==> src/rtl/gpio_in_irq_pkg.sv <==
// Shared definitions for the gpio_in_irq peripheral: per-channel register offsets.
package gpio_in_irq_pkg;

  typedef enum logic [1:0] {
    REG_DATA = 2'd0,
    REG_RISE = 2'd1,
    REG_FALL = 2'd2,
    REG_PEND = 2'd3
  } regSel_e;

endpackage

==> src/rtl/gpio_sync_edge.sv <==
// One 8-bit input channel: multi-stage synchroniser, previous-value register and
// combinational rise/fall detection against that previous value.
module gpio_sync_edge #(
  parameter int sync_stages = 2
) (
  input  logic       clk,
  input  logic       reset,
  input  logic [7:0] pins,
  output logic [7:0] sync,
  output logic [7:0] rise,
  output logic [7:0] fall
);

  logic [7:0] r_sync [sync_stages];
  logic [7:0] r_prev;

  // Shift the raw pins through the synchroniser and remember the last synchronised value
  always_ff @(posedge clk) begin
    if (reset) begin
      for (int i = 0; i < sync_stages; i++) begin
        r_sync[i] <= '0;
      end
      r_prev <= '0;
    end else begin
      r_sync[0] <= pins;
      for (int i = 1; i < sync_stages; i++) begin
        r_sync[i] <= r_sync[i-1];
      end
      r_prev <= r_sync[sync_stages-1];
    end
  end

  assign sync = r_sync[sync_stages-1];
  assign rise = sync & ~r_prev;
  assign fall = ~sync & r_prev;

endmodule

==> src/rtl/gpio_in_irq.sv <==
// Multi-channel GPIO input block with edge capture, W1C pending flags and a
// single registered level interrupt, on the 8-bit peripheral bus.
module gpio_in_irq
  import gpio_in_irq_pkg::*;
#(
  parameter int channels    = 2,
  parameter int sync_stages = 2,
  parameter int size_addr   = 3
) (
  input  logic                  clk,
  input  logic                  reset,
  input  logic [8*channels-1:0] pins,
  input  logic                  read,
  input  logic                  write,
  input  logic [size_addr-1:0]  address,
  input  logic [7:0]            data_in,
  output logic [7:0]            data_out,
  output logic                  ready_r,
  output logic                  ready_w,
  output logic                  irq
);

  logic [7:0] w_sync  [channels];
  logic [7:0] w_rise  [channels];
  logic [7:0] w_fall  [channels];
  logic [7:0] w_clear [channels];

  logic [7:0] r_riseEn [channels];
  logic [7:0] r_fallEn [channels];
  logic [7:0] r_pend   [channels];

  regSel_e     w_reg;
  logic [31:0] w_chanIdx;
  logic [7:0]  w_readData;
  logic        w_anyPend;

  assign w_reg     = regSel_e'(address[1:0]);
  assign w_chanIdx = 32'(address[size_addr-1:2]);

  genvar g;
  generate
    for (g = 0; g < channels; g++) begin : g_chan
      gpio_sync_edge #(
        .sync_stages(sync_stages)
      ) u_syncEdge (
        .clk  (clk),
        .reset(reset),
        .pins (pins[8*g +: 8]),
        .sync (w_sync[g]),
        .rise (w_rise[g]),
        .fall (w_fall[g])
      );
    end
  endgenerate

  // Read mux; an index past the last channel matches nothing and reads as zero
  always_comb begin
    w_readData = '0;
    for (int c = 0; c < channels; c++) begin
      if (w_chanIdx == 32'(c)) begin
        case (w_reg)
          REG_DATA: w_readData = w_sync[c];
          REG_RISE: w_readData = r_riseEn[c];
          REG_FALL: w_readData = r_fallEn[c];
          REG_PEND: w_readData = r_pend[c];
        endcase
      end
    end
  end

  // Per-channel W1C mask and the OR of every pending flag for the interrupt
  always_comb begin
    w_anyPend = 1'b0;
    for (int c = 0; c < channels; c++) begin
      w_clear[c] = '0;
      if (write && (w_chanIdx == 32'(c)) && (w_reg == REG_PEND)) begin
        w_clear[c] = data_in;
      end
      w_anyPend = w_anyPend | (|r_pend[c]);
    end
  end

  // Enable-mask writes and pending capture; a new edge wins over a same-cycle clear
  always_ff @(posedge clk) begin
    if (reset) begin
      for (int c = 0; c < channels; c++) begin
        r_riseEn[c] <= '0;
        r_fallEn[c] <= '0;
        r_pend[c]   <= '0;
      end
    end else begin
      for (int c = 0; c < channels; c++) begin
        if (write && (w_chanIdx == 32'(c)) && (w_reg == REG_RISE)) begin
          r_riseEn[c] <= data_in;
        end
        if (write && (w_chanIdx == 32'(c)) && (w_reg == REG_FALL)) begin
          r_fallEn[c] <= data_in;
        end
        r_pend[c] <= (r_pend[c] & ~w_clear[c])
                   | (w_rise[c] & r_riseEn[c])
                   | (w_fall[c] & r_fallEn[c]);
      end
    end
  end

  // Registered bus responses and interrupt; reset discards any in-flight acknowledge
  always_ff @(posedge clk) begin
    if (reset) begin
      data_out <= '0;
      ready_r  <= 1'b0;
      ready_w  <= 1'b0;
      irq      <= 1'b0;
    end else begin
      ready_r <= read;
      ready_w <= write;
      irq     <= w_anyPend;
      if (read) begin
        data_out <= w_readData;
      end
    end
  end

endmodule

==> config.mk <==
export PLATFORM = sky130hd
export DESIGN_NAME = gpio_in_irq
export DESIGN_NICKNAME = d
export VERILOG_FILES = /design/src/rtl/gpio_in_irq_pkg.sv /design/src/rtl/gpio_sync_edge.sv /design/src/rtl/gpio_in_irq.sv
export SDC_FILE = /design/constraint.sdc
export NUM_CORES = 1
export LEC_CHECK = 0
export BUFFER_PORTS_ARGS = -buffer_cell sky130_fd_sc_hd__buf_2
export CORE_ASPECT_RATIO = 2
export CORE_UTILIZATION = 45
export DETAILED_ROUTE_END_ITERATION = 8
export SKIP_CTS_REPAIR_TIMING = 1
export SYNTH_ARGS = -nofsm -noshare
export SYNTH_HDL_FRONTEND = slang
export SYNTH_SLANG_ARGS = --single-unit
export TNS_END_PERCENT = 1
==> constraint.sdc <==
create_clock -name clk -period 3.1 [get_ports clk]
set_clock_uncertainty 0.15 [all_clocks]
set_input_delay 0.155 -clock clk [delete_from_list [all_inputs] [get_ports clk]]
set_output_delay 0.155 -clock clk [all_outputs]
set_load 0.01 [all_outputs]
Word level (Yosys, flattened, before mapping)
Memories as Yosys holds them, arrays and structs flattened.
Index checks and enable logic that the tools add are counted.
- register bits after elaboration: 27
- RAM bits: 80
- input port bits: 31
- output and inout port bits: 11
- logic and storage cells: 88
- memories: 5
- equality and inequality tests: 3
- multiplexer cells: 31
- bitwise gates (word level): 31
- reduce and logical (&&, ||, !) cells: 12
- memory list (memory ; depth ; width ; read ports ; clocked after Yosys merged registers in ; write ports ; RTL line ; RTL):
    g_chan[0].u_syncEdge.r_sync ; 2 ; 8 ; 2 ; 0 ; 2 ; gpio_sync_edge.sv:14 ; logic [7:0] r_sync [sync_stages];
    g_chan[1].u_syncEdge.r_sync ; 2 ; 8 ; 2 ; 0 ; 2 ; gpio_sync_edge.sv:14 ;
    r_fallEn ; 2 ; 8 ; 2 ; 0 ; 2 ; gpio_in_irq.sv:29 ; logic [7:0] r_fallEn [channels];
    r_pend ; 2 ; 8 ; 2 ; 0 ; 2 ; gpio_in_irq.sv:30 ; logic [7:0] r_pend [channels];
    r_riseEn ; 2 ; 8 ; 2 ; 0 ; 2 ; gpio_in_irq.sv:28 ; logic [7:0] r_riseEn [channels];
- operators by type and width (operator ; number):
    $mux 8 ; 14
    $and 8x8->8 ; 10
    $pmux 8 s4 ; 2
    $not 8->8 ; 6
    $logic_not 32->1 ; 1
    $or 8x8->8 ; 4
    $reduce_or 8->1 ; 2
    $mux 1 ; 15
    $or 1x1->1 ; 11
    $logic_and 1x1->1 ; 8
    $eq 2x2->1 const B ; 2
    $eq 2x1->1 const B ; 1
    $logic_not 2->1 ; 1

Longest topological paths before layout
Gate-level depths: netlist of run 1.
- word-level depth: 9
- depth in mapped cells: 7

Hierarchy
From an unflattened synthesis of run 1, not the netlist that was laid out.
- cells, all modules: 377
- area total of the unflattened synthesis: 4429.2 µm²
- by module, submodules not included (module ; times used ; cells each ; area each (µm²) ; seq. area each (µm²)):
    gpio_in_irq ; 1 ; 229 ; 2722.6 ; 1501.4
    gpio_sync_edge ; 2 ; 74 ; 853.3 ; 480.5

Least setup slack after synthesis of run 1
No wires, ideal clock.
- path kind: input port to flip-flop
- start: input port address[1]
- end: memory r_riseEn[1][2], in the netlist r_riseEn[0][10] (enable)
- arrival time: 1131 ps
- slack: 1444 ps
- stages: 6
- buffers on the path: 3
- path through: buf_6 > buf_12 > buf_12 > inv_1 > nand2_1 > o21bai_1
- RTL lines (element ; RTL line ; RTL):
    start: declaration ; gpio_in_irq.sv:15 ; input logic [size_addr-1:0] address,
    end: declaration ; gpio_in_irq.sv:28 ;

==> impl_summary.md, run 1 <==
Layout
After the last flow step, the layout net total stands at 460. The number of diodes is 0. The area of all placed cells without fillers is roughly 4900 µm². The area growth from synthesis to layout is 16.60%. Of the cells placed in the final design, the portion with a size suffix greater than 1 is 17.74%. The count of cells in the finished layout, fillers not included, comes to 536.

Clock network
In this run, CTS created clock tree buffers numbering 9. After clock tree synthesis, the clock-pin slew on the worst setup and hold paths is 70 ps. TritonCTS built the clock tree. The number of clock sinks is approximately 110. CTS placed an instance of sky130_fd_sc_hd__clkbuf_16 at the clock tree root. The deepest level of the CTS H-tree is 3.

Counting along the longest clock path gives a buffer depth of 2. Clock latency on the worst-skew pair, taken at its later pin, is around 340 ps.

Floorplanning
The area of the die is between 9000 and 10,000 µm². The number of placed I/O pins is 42. The core box area is 9012 µm². The floorplan die width is between 70 and 80 µm.

The floorplan row count is a little under 50. The floorplan die height is 138.5 µm. The starting density of the core is 46.51%.

Power and ir drop
The ratio of total power to cell area is 601.0 nW/µm². The total design power is 2.937 mW. The reported leakage power is 1.890 nW.

VDD sags by at most 0.3466 mV.

Synth
The post-synthesis async set-or-reset flop share is 0%. The arithmetic-cell share of the synthesized area counting full adders, half adders and majority gates is 0%. Of all cell types, the one taking the most synthesized area is sky130_fd_sc_hd__dfxtp_1. The cell area that synthesis handed to floorplanning was between 4000 and 5000 µm². The average cell area after synthesis is 11.18 µm². When the netlist entered floorplanning its net count stood at 406. After synthesis, the cell types taking the most area are sky130_fd_sc_hd__dfxtp_1, sky130_fd_sc_hd__edfxtp_1, sky130_fd_sc_hd__nor2b_1, sky130_fd_sc_hd__mux2i_1, sky130_fd_sc_hd__nand2_1. The synthesized design contains 32 enable-type register cells. The share of cell area taken by muxes after synthesis is 8.119%. The number of warnings reported in the yosys synthesis log is 0. The share of synthesized area in the top cell type comes to 35.82%. The synthesized netlist devotes 10.18% of its cell area to compound gates. Ranked by instance count, the synthesized netlist is headed by sky130_fd_sc_hd__dfxtp_1, sky130_fd_sc_hd__nor2b_1, sky130_fd_sc_hd__nand2_1. In this run, synthesis produced a sequential element count of 107. The library cell with the highest instance count after synthesis is sky130_fd_sc_hd__dfxtp_1. The simple-gate share of the synthesized area is 19.79%. Among all flip-flop cells after synthesis, the most frequent one is sky130_fd_sc_hd__dfxtp_1.

After synthesis, the largest family of logic cells by area is simple AND/OR/NAND/NOR gates. Counting every instance in the synthesized netlist gives 375. Summing the sequential cell areas from Yosys gives between 50% and 60% of the chip area. The xor-xnor portion of the synthesized cell area is 0%. The count of different cell masters after synthesis is 31.

Status
The run finished, with violations left. The checks that failed: negative hold slack.

Critical path
In this run the number of cells on the critical path is 5. The worst-case reg-to-reg path depth is 4. The worst register-to-register path ends at data_out[1].

On the critical path the largest part of the delay comes from simple AND/OR/NAND/NOR gates. The signal on the critical path passes through dlygate4sd3_1, buf_2, nand2b_1, nor2_1, and2_1. STA classifies the critical path endpoint as a register.

The highest fanout seen on the critical path is 10. The worst setup path endpoint is r_riseEn[0][14]. In this run the register-to-register setup slack is 1670 ps.

Data on the critical path is required at its endpoint by 3150 ps. The largest individual stage delay along the critical path comes from the cell sky130_fd_sc_hd__nor2_1. The biggest cell delay along the critical path is 640 ps. STA classifies the critical path startpoint as a primary input. The critical path contains buffers and inverters numbering 2 combined. The critical path is of the in -> reg type. The startpoint of the most critical setup path is reset. The arrival time of the worst setup path is just under 2000 ps. The source of the worst register-to-register timing path is r_fallEn[0][9].

Drt
The pre-antenna-repair detailed-routing pass consisted of 4 iterations. The via count is 2,879. Wires add up to 9.013 mm. After detailed routing, the number of vias per cell comes to ~5.4. After detailed routing, the number of remaining DRC violations is 0.

Dividing the detail-routed wire length by the instance count gives between 15 and 20 µm. The count of nets left with antenna violations once routing finished came out at 0. For this block, the initial DRC count from the detailed router was 180.

GRT
In the global route stage, overall resource usage came out at 19.42%. The number of global-route vias before repair was around 2,800. For this run the aggregate overflow at the end of global routing stands at 0. The first global-routing pass estimated 14.01 mm of wire.

The largest net degree at the start of global routing is just over 70. The initial antenna violation count is 0.

Place
The placed instances occupy a cell area of 4425 µm². The wire-length estimate of the detail-placed layout is 5.904 mm. The number of placed instances, taps included, is 503. The count of input and output buffers is 41. Routability-driven placement finished with a final weighted congestion of 0.7901.

Flow run
The tool flagged a number of max-cap violations equal to 0.

Timing
The final count of pins violating max slew is 0. The worst hold slack is -4.332 ps. Of the available clock period, the critical path in the final layout requires between 60% and 70%. The relative slew slack is 37.06%.

The setup TNS after final layout is 0 ps. Based on the critical path, the design can be clocked at up to 514.3 MHz. The total count of hold-check failures in the final report is 1. Setup repair after global routing left no endpoint under its margin. The setup violation total in the final timing report is 0.

The clock period minus worst slack is 1944 ps. The transition time at the pin with the least slew margin is 944.2 ps.

Min path
The worst hold-check path type is in -> reg.
-- placed cells by master (no fill, tap or decap), drive strengths merged --
master       instances
nand3b              16
mux2                16
clkbuf              14
a41oi                1
nand2b               2
a221o                8
and4b                1
and2                16
and4                 1
edfxtp              32
o22ai                8
nor2                28
inv                  3
a21oi               16
buf                 44
dfxtp               75
a31o                 2
nor4                 4
a211oi               8
bufinv               1
mux2i               16
o21ai               16
nor2b               50
nand2               36
dlygate4sd3         17
clkinvlp             1
o21bai               2
-- cell type report --
cell class              count  area, µm²
fillers                   802       4125
well taps                 102      127.6
inverters                   3      11.26
clock buffers              14      254.0
multi-input cells         247       1597
clock inverters             2      37.54
repair buffers             61      397.9
flip-flops and latches    107       2462
-- cells by family (layout without fill, tap and decap cells) --
| kind of cell | after synthesis | in the layout |
|---|---|---|
| simple gates | 154 | 154 |
| flops | 107 | 107 |
| compound gates | 61 | 61 |
| mux | 32 | 32 |
| buf+inv | 21 | 80 |
-- metrics by stage --
| step | setup WS, ps | util, % |
|---|---|---|
| floorplan | 1444 | - |
| global placement | 1032 | 49.10 |
| detailed placement | 941.7 | 49.10 |
| CTS | 1293 | 52.34 |
| global route | 1066 | 54.23 |
| finish | 1156 | 54.23 |
-- per-layer routing --
layer	vias to the layer above	track usage (%)	part of all wire, %
li1	1423	-	-
met1	1367	22.01	42
met2	81	31.88	52
met3	8	4.082	4.5
met4	0	13.58	1.5
met5	-	0	0
-- power breakdown --
group / total [mW] / internal (mW) / switching (mW)
logic: 0.258 / 0.122 / 0.136
registers: 1.56 / 1.52 / 0.0411
clock network: 1.12 / 0.650 / 0.470
-- sequential cells by signal, indices dropped and copies added (netlist names) --
name	cells
r_riseEn	16
r_pend	16
ready_r	1
ready_w	1
g_chan.u_syncEdge.r_sync	32
g_chan.u_syncEdge.r_prev	16
data_out	8
r_fallEn	16
irq	1
-- worst min-delay path by stage --
stage / from / slack (ps) / depth (start not counted) / end
2_1_floorplan: pins[0] / 130 / 1 / g_chan[0].u_syncEdge.r_sync[0][0]
6_report: data_in[3] / -4 / 4 / r_pend[0][3]
3_3_place_gp: pins[10] / 210 / 2 / g_chan[1].u_syncEdge.r_sync[0][2]
4_1_cts: pins[8] / -140 / 2 / g_chan[1].u_syncEdge.r_sync[0][0]
5_1_grt: data_in[5] / 10 / 4 / r_pend[0][5]
3_5_place_dp: pins[8] / 220 / 2 / g_chan[1].u_syncEdge.r_sync[0][0]
-- tightest hold or removal path: stages --
cell	delay, ps
sky130_fd_sc_hd__buf_2	120
sky130_fd_sc_hd__nand2_1	50
sky130_fd_sc_hd__a21oi_1	50
sky130_fd_sc_hd__nor2_1	70
Note: power is estimated with default switching activity, not from simulation.
==> run 2, diff against run 1 <==
- PLACE_DENSITY: default -> 0.66
- clock period: 3.1 -> 1.65 ns (I/O delays scaled with it)
==> run 2 against run 1 <==
  * The run now ends clean
  * Via count up 3.1%
  * Setup slack worse by 990 ps
  * Combinational power up 99%
  * Sequential power up 88%
  * Cell area up 4.3%
  * Routed wire length up 2.4%
  * First-iteration DRC count down 35%
  * Global-route usage up 0.38 points
  * Register-to-register slack worse by 1400 ps
  * Hold slack better by 51 ps
  * Non-clock buffer count up 18
==> impl_summary.md, run 2 (synthesis gave the netlist of run 1 again) <==
Critical path
The biggest cell delay along the critical path came to 520 ps (-120 ps). The reg-to-reg setup timing slack came to 300 ps (-1370 ps). STA classifies the critical path endpoint as a register. Walking the worst path, the cells encountered are dlygate4sd3_1, buf_2, nand2b_1, nor2_1, buf_4, and2_1. The slowest stage of the critical path is the sky130_fd_sc_hd__dlygate4sd3_1 cell. The worst register-to-register path begins at g_chan[1].u_syncEdge.r_sync[0][14]. The highest fanout seen on the critical path is 8 (-2). The worst-case reg-to-reg path depth came to 4 (unchanged).

The required time at the worst-slack endpoint was 1590 ps (-1560 ps). The start-to-end type of the worst setup path is in -> reg. The arrival time of the worst setup path came to 1430 ps (-560 ps). The most critical setup path has its startpoint at reset.

The endpoint identified for the worst register-to-register timing path is data_out[6]. The worst setup path is launched from a primary input.

Min path
In this run the most critical hold path is launched from read. The worst hold-check path type is in -> reg. The count of cells along the worst hold path is 2 (-2). The end point of the most critical hold path is ready_r.

GRT
The global-route wire length before repair is 14.40 mm (+2.8%). The largest net degree at the start of global routing was 73 (+2.8%). The global-route usage over all layers is 19.80% (+0.38 points). The initial antenna violation count came to 0 (unchanged).

The overflow left after global routing is 0 (unchanged). The number of global-route vias before repair is 2,806 (-1.1%).

Layout
In the layout the commonest cells are sky130_fd_sc_hd__dfxtp_1, sky130_fd_sc_hd__nor2b_1, sky130_fd_sc_hd__buf_2. The net count of the finished layout is 478 (+3.9%). The number of diodes is 0 (unchanged).

The number of fill cells is 786 (-2.0%). The area of all placed cells without fillers is 5097 µm² (+4.3%). The area growth from synthesis to layout is 21.61%. The register with the most flip-flops is g_chan.u_syncEdge.r_sync. The number of non-filler instances in the completed layout came to 554 (+3.4%). The share of post-route cells with drive strength above 1 is 19.91% (+2.2 points). The core utilization of the finished layout is 56.56% (+2.3 points). The flip-flop count of the largest register, all copies and words added is 32 (unchanged). The library cell used most frequently in the layout, excluding fill and tap cells, is sky130_fd_sc_hd__dfxtp_1. The total area of multi-input combinational cells is 1597 µm² (unchanged).

The register area is 2462 µm² (unchanged).

Timing
The final count of pins violating max slew is 0 (unchanged). Timing would allow up to between 600 and 700 MHz. The setup violation total in the final timing report is 0 (unchanged). The total count of hold-check failures in the final report is 0 (-1).

Dividing the final minimum period by the clock period gives 89.91%. The setup TNS after final layout is 0 ps (unchanged). The transition time at the pin with the least slew margin is 458.2 ps (-486.0 ps). Setup repair after global routing left no endpoint under its margin.

The clock period minus worst slack is 1484 ps. The relative slew slack was 69.17% (+32 points).

Floorplanning
The floorplan die height was 138.5 µm (unchanged). The starting density of the core was 46.51% (unchanged). The number of placed I/O pins came to 42 (unchanged). The area of the die is 9728 µm² (unchanged). The floorplan die width is 70.25 µm (unchanged). The core box area is 9012 µm² (unchanged). The floorplan row count came to 49 (unchanged).

Clock network
In this run the clock root is driven by a sky130_fd_sc_hd__clkbuf_16. The number of clock sinks is 107 (unchanged). The clock slew seen by the registers of the worst setup and hold paths is 70 ps (about the same). The maximum root-to-sink buffer count is 2 (unchanged). The deepest level of the CTS H-tree is 3 (unchanged). The TritonCTS clock tree is built. The clock latency on the worst-skew pair is 350 ps (about the same). The TritonCTS buffer count is 9 (unchanged).

Power and ir drop
The ratio of total power to cell area is 1113 nW/µm² (+85%). The worst voltage drop across the vdd grid is 0.5881 mV (+70%). The reported leakage power came to 2.000 nW (+5.8%).

Drt
The DRC violation total after the first TritonRoute iteration is 117 (-35%). The residual DRC count was 0 (unchanged). The wire length per cell after detailed routing is 16.65 µm (-0.96%). The total wirelength of the detailed-routed design is 9.226 mm (+2.4%).

The post-route antenna net violation count is 0 (unchanged). The number of iterations in the first detailed-routing pass is 4 (unchanged). The mean number of vias per cell is 5.357 (-0.26%). The via count came to 2,968 (+3.1%).

Status
The flow ran to the end, and the final reports show no timing, DRC or antenna violations.

Place
The final RePlAce weighted congestion is 0.8464 (+7.1%). The HPWL after detailed placement came to 6.006 mm (+1.7%). The number of placed cells counting well taps came to 512 (+1.8%). The count of input and output buffers is 41 (unchanged).

The cell area reported after detailed placement is 4518 µm² (+2.1%).

Flow run
The max capacitance violation total is 0 (unchanged).
==> run 2: cell count changes in the layout (fill, tap and decap cells not counted), sizes merged <==
| cell | previous run | this run |
|---|---|---|
| buf | 44 | 53 |
| clkbuf | 14 | 10 |
| clkinv | 0 | 2 |
| dlygate4sd3 | 17 | 26 |
| inv | 3 | 5 |
==> run 2: metrics by stage <==
stage	setup slack (ps)	hold WS (ps)	total power, mW
after floorplan	66.80	60.68	3.284
after global placement	236.6	139.3	3.451
after detailed placement	201.2	144.2	3.463
after CTS	286.0	-214.0	5.676
after global routing	106.2	69.35	5.879
final	166.4	46.46	5.675
==> run 2: how the worst max path moves through the flow <==
stage	cells past startpoint	endpoint	slack (ps)
finish	6	r_fallEn[0][12]	170
global route	4	r_fallEn[0][0]	110
CTS	4	data_out[6]	290
detailed placement	6	data_out[2]	200
global placement	6	data_out[6]	240
floorplan	6	r_riseEn[0][10]	70
==> run 2: layer usage <==
metal  vias to the layer above  track usage [%]  share of wire [%]
met1                      1404            22.67                 42
met3                        34            3.790                3.5
li1                       1456                -                  -
met4                         0            14.11                5.0
met2                        74            32.38                 50
met5                         -                0                  0
==> run 2: area by class of cell <==
type	count	area share, %
clock buffer	10	4.909
multi-input combinational	247	31.32
clock inverter	6	1.350
timing repair buffer	79	11.39
sequential	107	48.31
inverter	3	0.2209
tap	102	2.504
==> run 2: worst max-delay path, delay by kind of cell <==
family | cells | cell delay [ps]
simple gates | 3 | 430
buf+inv | 3 | 910
==> run 2: where the power goes <==
group | internal, mW | leakage [nW] | switching [mW]
registers | 2.85 | 0.926 | 0.0860
clock network | 1.28 | 0.155 | 0.945
logic | 0.258 | 0.919 | 0.254
